File: config.mk
export PLATFORM = sky130hd
export DESIGN_NAME = wb_port_arbiter
export DESIGN_NICKNAME = d
export VERILOG_FILES = /design/src/rtl/wb_port_arbiter_pkg.sv /design/src/rtl/wb_lu_fifo.sv /design/src/rtl/wb_port_arbiter.sv
export SDC_FILE = /design/constraint.sdc
export NUM_CORES = 1
export LEC_CHECK = 0
export ABC_AREA = 1
export CORE_ASPECT_RATIO = 0.8
export CORE_MARGIN = 8
export CORE_UTILIZATION = 50
export DETAILED_ROUTE_END_ITERATION = 10
export PLACE_DENSITY = 0.8
export SETUP_SLACK_MARGIN = 0.5
export SYNTH_ARGS = -nofsm -noshare
export SYNTH_HDL_FRONTEND = slang
export SYNTH_HIERARCHICAL = 1
export SYNTH_SLANG_ARGS = --single-unit
File: constraint.sdc
create_clock -name clk -period 3 [get_ports clk]
set_input_delay 0.6 -clock clk [delete_from_list [all_inputs] [get_ports clk]]
set_output_delay 0.6 -clock clk [all_outputs]
set_load 0.01 [all_outputs]
File: src/rtl/wb_port_arbiter_pkg.sv
// Shared types and constants for the register-file write-port arbiter.
// Grant sources, default bus widths and the write-request record.
package wb_port_arbiter_pkg;

  localparam int RegBus     = 32;
  localparam int RegAddrBus = 5;

  localparam logic Enabled  = 1'b1;
  localparam logic Disabled = 1'b0;

  localparam logic [RegAddrBus-1:0] NopRegAddr = '0;
  localparam logic [RegBus-1:0]     Zero       = '0;

  typedef struct packed {
    logic                  we;
    logic [RegAddrBus-1:0] rd;
    logic [RegBus-1:0]     data;
  } wb_req_t;

  // Who owns the write port in the current cycle.
  typedef enum logic [2:0] {
    GntNone,
    GntPipe,
    GntLu,
    GntDrop,
    GntBypass
  } wb_gnt_e;

endpackage

File: src/rtl/wb_lu_fifo.sv
// DEPTH-entry queue of long-latency results with per-entry valid bits.
// A kill request invalidates every entry whose rd matches, in parallel.
module wb_lu_fifo
  import wb_port_arbiter_pkg::*;
#(
  parameter int DATA_W = RegBus,
  parameter int ADDR_W = RegAddrBus,
  parameter int DEPTH  = 2
) (
  input  logic              clk,
  input  logic              rst,
  input  logic              push_i,
  input  logic [ADDR_W-1:0] push_rd_i,
  input  logic [DATA_W-1:0] push_data_i,
  input  logic              pop_i,
  input  logic              kill_i,
  input  logic [ADDR_W-1:0] kill_rd_i,
  output logic              head_valid_o,
  output logic [ADDR_W-1:0] head_rd_o,
  output logic [DATA_W-1:0] head_data_o,
  output logic              empty_o,
  output logic              full_o
);

  localparam int PTR_W = $clog2(DEPTH);

  logic [PTR_W-1:0] wr_ptr_q, wr_ptr_d;
  logic [PTR_W-1:0] rd_ptr_q, rd_ptr_d;
  logic [PTR_W:0]   count_q, count_d;
  logic [DEPTH-1:0] valid_q, valid_d;

  logic [ADDR_W-1:0] rd_mem_q   [DEPTH];
  logic [DATA_W-1:0] data_mem_q [DEPTH];

  logic push_eff;
  logic pop_eff;

  assign empty_o  = (count_q == '0);
  assign full_o   = (count_q == (PTR_W+1)'(DEPTH));
  assign push_eff = push_i && !full_o;
  assign pop_eff  = pop_i && !empty_o;

  assign head_valid_o = !empty_o && valid_q[rd_ptr_q];
  assign head_rd_o    = rd_mem_q[rd_ptr_q];
  assign head_data_o  = data_mem_q[rd_ptr_q];

  // A push never targets the popped slot: push needs !full, pop needs !empty.
  for (genvar gi = 0; gi < DEPTH; gi++) begin : g_entry
    logic kill_hit;
    assign kill_hit = kill_i && (rd_mem_q[gi] == kill_rd_i);
    assign valid_d[gi] =
        (push_eff && (wr_ptr_q == PTR_W'(gi))) ? 1'b1 :
        (pop_eff  && (rd_ptr_q == PTR_W'(gi))) ? 1'b0 :
        (valid_q[gi] && !kill_hit);
  end

  assign wr_ptr_d = wr_ptr_q + (push_eff ? PTR_W'(1) : PTR_W'(0));
  assign rd_ptr_d = rd_ptr_q + (pop_eff  ? PTR_W'(1) : PTR_W'(0));
  assign count_d  = count_q + (PTR_W+1)'(push_eff) - (PTR_W+1)'(pop_eff);

  always_ff @(posedge clk) begin
    if (rst) begin
      wr_ptr_q <= '0;
      rd_ptr_q <= '0;
      count_q  <= '0;
      valid_q  <= '0;
    end else begin
      wr_ptr_q <= wr_ptr_d;
      rd_ptr_q <= rd_ptr_d;
      count_q  <= count_d;
      valid_q  <= valid_d;
    end
  end

  always_ff @(posedge clk) begin
    if (push_eff) begin
      rd_mem_q[wr_ptr_q]   <= push_rd_i;
      data_mem_q[wr_ptr_q] <= push_data_i;
    end
  end

endmodule

File: src/rtl/wb_port_arbiter.sv
// Arbitrates the regfile write port between pipeline writeback and queued LU results.
// Optional macro WB_ARB_BYPASS_EN: an LU result skips the empty queue when the port is free.
module wb_port_arbiter
  import wb_port_arbiter_pkg::*;
#(
  parameter int DATA_W       = RegBus,
  parameter int ADDR_W       = RegAddrBus,
  parameter int DEPTH        = 2,
  parameter int STARVE_LIMIT = 4
) (
  input  logic              clk,
  input  logic              rst,
  input  logic              pipe_we,
  input  logic [ADDR_W-1:0] pipe_rd,
  input  logic [DATA_W-1:0] pipe_data,
  input  logic              lu_valid,
  input  logic [ADDR_W-1:0] lu_rd,
  input  logic [DATA_W-1:0] lu_data,
  output logic              lu_ready,
  output logic              wb_we,
  output logic [ADDR_W-1:0] wb_rd,
  output logic [DATA_W-1:0] wb_data,
  output logic              stall_req
);

`ifdef WB_ARB_BYPASS_EN
  localparam logic BypassEn = Enabled;
`else
  localparam logic BypassEn = Disabled;
`endif

  localparam int             CNT_W     = $clog2(STARVE_LIMIT + 1);
  localparam logic [CNT_W-1:0] StarveMax = CNT_W'(STARVE_LIMIT);

  logic              wb_we_q, wb_we_d;
  logic [ADDR_W-1:0] wb_rd_q, wb_rd_d;
  logic [DATA_W-1:0] wb_data_q, wb_data_d;
  logic              stall_q, stall_d;
  logic [CNT_W-1:0]  starve_q, starve_d;

  logic              fifo_push, fifo_pop;
  logic              fifo_empty, fifo_full;
  logic              head_valid;
  logic [ADDR_W-1:0] head_rd;
  logic [DATA_W-1:0] head_data;

  logic    pipe_wr;
  logic    lu_nonzero;
  wb_gnt_e gnt;

  assign pipe_wr    = pipe_we && (pipe_rd != ADDR_W'(NopRegAddr));
  assign lu_nonzero = lu_rd != ADDR_W'(NopRegAddr);
  assign lu_ready   = !fifo_full;

  always_comb begin
    gnt = GntNone;
    if (pipe_wr) begin
      gnt = GntPipe;
    end else if (!fifo_empty) begin
      gnt = head_valid ? GntLu : GntDrop;
    end else if (BypassEn && lu_valid && lu_nonzero) begin
      gnt = GntBypass;
    end
  end

  // A killed head is discarded even while the pipeline owns the port.
  assign fifo_pop  = (gnt == GntLu) || (!fifo_empty && !head_valid);
  assign fifo_push = lu_valid && lu_ready && lu_nonzero && (gnt != GntBypass);

  always_comb begin
    wb_we_d   = 1'b0;
    wb_rd_d   = wb_rd_q;
    wb_data_d = wb_data_q;
    case (gnt)
      GntPipe: begin
        wb_we_d   = 1'b1;
        wb_rd_d   = pipe_rd;
        wb_data_d = pipe_data;
      end
      GntLu: begin
        wb_we_d   = 1'b1;
        wb_rd_d   = head_rd;
        wb_data_d = head_data;
      end
      GntBypass: begin
        wb_we_d   = 1'b1;
        wb_rd_d   = lu_rd;
        wb_data_d = lu_data;
      end
      default: ;
    endcase
  end

  always_comb begin
    starve_d = '0;
    if (head_valid && (gnt != GntLu)) begin
      starve_d = (starve_q == StarveMax) ? starve_q : starve_q + CNT_W'(1);
    end
    stall_d = stall_q;
    if (starve_d == StarveMax) begin
      stall_d = Enabled;
    end else if ((gnt == GntLu) || fifo_empty) begin
      // Also drop on an empty queue so a fully killed backlog cannot freeze the pipe.
      stall_d = Disabled;
    end
  end

  always_ff @(posedge clk) begin
    if (rst) begin
      wb_we_q   <= 1'b0;
      wb_rd_q   <= ADDR_W'(NopRegAddr);
      wb_data_q <= DATA_W'(Zero);
      stall_q   <= Disabled;
      starve_q  <= '0;
    end else begin
      wb_we_q   <= wb_we_d;
      wb_rd_q   <= wb_rd_d;
      wb_data_q <= wb_data_d;
      stall_q   <= stall_d;
      starve_q  <= starve_d;
    end
  end

  assign wb_we     = wb_we_q;
  assign wb_rd     = wb_rd_q;
  assign wb_data   = wb_data_q;
  assign stall_req = stall_q;

  wb_lu_fifo #(
    .DATA_W (DATA_W),
    .ADDR_W (ADDR_W),
    .DEPTH  (DEPTH)
  ) u_fifo (
    .clk          (clk),
    .rst          (rst),
    .push_i       (fifo_push),
    .push_rd_i    (lu_rd),
    .push_data_i  (lu_data),
    .pop_i        (fifo_pop),
    .kill_i       (gnt == GntPipe),
    .kill_rd_i    (pipe_rd),
    .head_valid_o (head_valid),
    .head_rd_o    (head_rd),
    .head_data_o  (head_data),
    .empty_o      (fifo_empty),
    .full_o       (fifo_full)
  );

endmodule

==> summary.md <==
| Metric | Value |
|---|---|
| CTS Buffer Depth | `2` |
| EDFF count, synth | `74` |
| Worst-path clk slew | `0.05 ns` |
| Area occupied by multi-input gates | `0.001663 mm2` |
| Vias in the first global route | `4,500` |
| Cell Chain, Critical Path | `dlygate4sd2_1 -> nor3_2 -> nand2_1 -> nand2_2 -> nand2_2 -> inv_2 -> ha_4 -> inv_4 -> o21ai_1 -> inv_1 -> nor2_2 -> ha_1 -> inv_1 -> ha_4 -> xnor2_2 -> nand2_1 -> nor3b_1` |
| Global-route wire length before repair | `21.60 mm` |
| RSZ-0062 raised after global routing | `no` |
| Final setup skew | `0.008005 ns` |
| DR WL/cell | `16.72 um` |
| Register area | `0.003187 mm2` |
| Switch share | `0.3227` |
| GRT overflow | `0` |
| Count leader, synth | `nand2_1` |
| Worst-Margin Slew | `0.7127 ns` |
| Most common library cells after synthesis | `nand2_1, edfxtp_1, nor2_1` |
| CP Buf/Inv Count | `5` |
| Slew Viols, Final | `0` |
| Share of layout cells above drive strength 1 | `0.1009` |
| Total Wirelength | `13.61 mm` |
| DP Area | `0.006429 mm2` |
| Worst setup path start | `pipe_rd[2]` |
| CTS Root Cell | `clkbuf_16` |
| Critical Path RT | `3.26 ns` |
| Ys flop type | `edfxtp_1` |
| CP max stage cell | `dlygate4sd2_1` |
| Largest net degree at the start of global routing | `39` |
| N_diodes | `0` |
| Top cell type's share of synthesized area | `0.4334` |
| Routed vias/inst | `5.270` |
| Post-synth cell types | `24` |
| Antenna violations before repair | `0` |
| Synth area leader | `edfxtp_1` |
| Final Util | `0.7023` |
| CP Class | `input port to flop` |
| Max Cap Viol | `0` |
| Hold Fails Final Rpt | `0` |
| Hold Slack | `0.4765 ns` |
| Fin crit period | `2.396 ns` |
| Clock latency on the worst-skew pair | `0.40 ns` |
| Syn Std Cell Area | `0.005127 mm2` |
| H-tree depth | `4` |
| Clock share of power | `0.325` |
| RePlAce Congestion | `0.8549` |
| Yosys warning count | `6` |
| Sequential-to-total area share from yosys stat | `0.6208` |
| Die height | `106.6 um` |
| Hold_buf cts | `0` |
| Sequential Power Share | `0.360` |
| Post-Synthesis Net Count | `624` |
| Max VDD drop | `0.0004147 V` |
| Site Rows | `33` |
| Combinational share of power | `0.314` |
| # setup viols final | `0` |
| Crit path max fanout | `5` |
| Starting Density | `0.5069` |
| Cells after Synth | `536` |
| Total GRT Usage | `0.2003` |
| CTS sink cnt | `122` |
| # port buffers | `117` |
| Hold WC Path Type | `flop to flop` |
| I/O pin count | `118` |
| NumNets Final | `749` |
| Final period utilization | `0.7987` |
| Die X | `129.2 um` |
| Vias | `4,290` |
| Rel. slew slack | `0.5242` |
| Syn_area_per_cell | `9.566 um2` |
| Critical path's top delay family | `simple AND/OR/NAND/NOR gates` |
| Net Sw Power | `2.186 mW` |
| Pre-antenna DRT Iters | `5` |
| HP Start | `wb_data[27]$_SDFFE_PP0P_` |
| Starting DRT DRC Count | `296` |
| Internal power | `4.587 mW` |
| FF+latch count, synth | `122` |
| Full die area | `0.01377 mm2` |
| Synth async-reset ratio | `0` |
| Post-DP HPWL | `8.966 mm` |
| Core area | `0.01012 mm2` |
| DRC | `0` |
| Fillers | `749` |
| Synth area leaders | `edfxtp_1, dfxtp_1, nand2_1, o21ai_0, nor2_1` |
| Startpoint types | `input port` |
| Pwr/cell area | `953.3 mW/mm2` |
| R2r startpoint | `u_fifo/count_q[0]$_SDFF_PP0_` |
| Outcome | `completed` |
| Post-route ant nets | `0` |
| CTS tree | `yes` |
| Highest achievable clock rate | `0.4173 GHz` |
| Static leakage | `2.834 nW` |
| Setup crit end kind | `flop` |
| TritonCTS buffer count | `17` |
| Area Overhead vs Synth | `38.56%` |
| Setup_tns | `0 ns` |
| Crit path DAT | `2.65 ns` |
| Fin area | `0.007104 mm2` |
| CP peak stage delay | `0.29 ns` |
| Design Power | `6.773 mW` |
[through the flow]
stage / setup slack (ns) / cells
after detailed placement: 0.02219 / 781
final: 0.6038 / 814
after floorplan: 0.3405 / 536
after global placement: 0.1234 / 781
after global routing: 0.4768 / 814
after CTS: 0.5028 / 813
[cells by family after synthesis]
kind of cell / share of synthesized area
buf+inv: 0.06686
xor+xnor: 0.001708
compound gates: 0.08590
fa+ha+maj: 0.02440
flops: 0.6208
simple gates: 0.2003
[repair_timing]
item | in CTS | in global routing
endpoints found under the setup margin | 1 | 1
buffers inserted | 0 | 1
gates resized for setup | 4 | 9
pin swaps | 1 | 2
cloned | 0 | 0
[layer usage]
layer  up-vias  global-route usage  part of all wire
met2       185              0.3493              0.50
met5         -                   0                 0
met4         0             0.09121             0.016
met3        22             0.05952             0.080
li1       2035                   -                 -
met1      2048              0.2213              0.41
[flip-flops by register name, indices dropped and copies added, names as in the netlist]
name / flops
u_fifo/valid_q: 2
wb_we: 1
u_fifo/count_q: 2
wb_data: 32
u_fifo/rd_mem_q: 10
wb_rd: 5
u_fifo/rd_ptr_q: 1
starve_q: 3
u_fifo/data_mem_q: 64
stall_req: 1
u_fifo/wr_ptr_q: 1
[final cells by class]
cell class                 instances  area share
tap                              140     0.02466
clock buffer                      20     0.06287
clock inverter                    12     0.02765
sequential                       122      0.4486
inverter                          37     0.02025
multi-input combinational        350      0.2341
timing repair buffer             133      0.1819
[power by group through the flow]
| stage | Combinational, mW | Clock (mW) | Sequential, mW |
|---|---|---|---|
| after CTS | 2.12 | 2.22 | 2.43 |
| after global routing | 2.35 | 2.30 | 2.47 |
| after global placement | 2.01 | 0 | 2.44 |
| final | 2.13 | 2.20 | 2.44 |
| after detailed placement | 2.09 | 0 | 2.46 |
| after floorplan | 1.23 | 0 | 2.50 |
[cells in the final DEF (no fill, tap or decap), types with 3 or more instances in the layout]
| cell | Yosys | routed |
|---|---|---|
| bufinv_16 | 0 | 5 |
| nor2_1 | 61 | 59 |
| dfxtp_1 | 48 | 47 |
| clkbuf_16 | 0 | 17 |
| inv_1 | 34 | 32 |
| ha_1 | 10 | 6 |
| buf_4 | 5 | 16 |
| clkdlybuf4s50_1 | 0 | 112 |
| dlygate4sd2_1 | 0 | 3 |
| nand2_1 | 142 | 140 |
| edfxtp_1 | 74 | 74 |
| nor2_2 | 1 | 3 |
| o21ai_1 | 26 | 27 |
| nand3_1 | 43 | 43 |
| o21ai_0 | 56 | 54 |
| inv_2 | 2 | 3 |
[final timing paths]
path,end,slack [ns],depth (start not counted)
setup / recovery,u_fifo/count_q[1]$_SDFF_PP0_,0.60,17
hold / removal,wb_data[27]$_SDFFE_PP0P_,0.48,2
setup reg to reg,u_fifo/count_q[1]$_SDFF_PP0_,0.68,15
hold reg to reg,wb_data[27]$_SDFFE_PP0P_,0.48,2
[worst min-delay path: cells and delay by family, from the launching register on]
family / cells / cell delay, ns
AND/OR/NAND/NOR: 1 / 0.07
AO/OA/AOI/OAI: 1 / 0.06
flip-flops: 1 / 0.31
(Power assumes the default switching activity.)
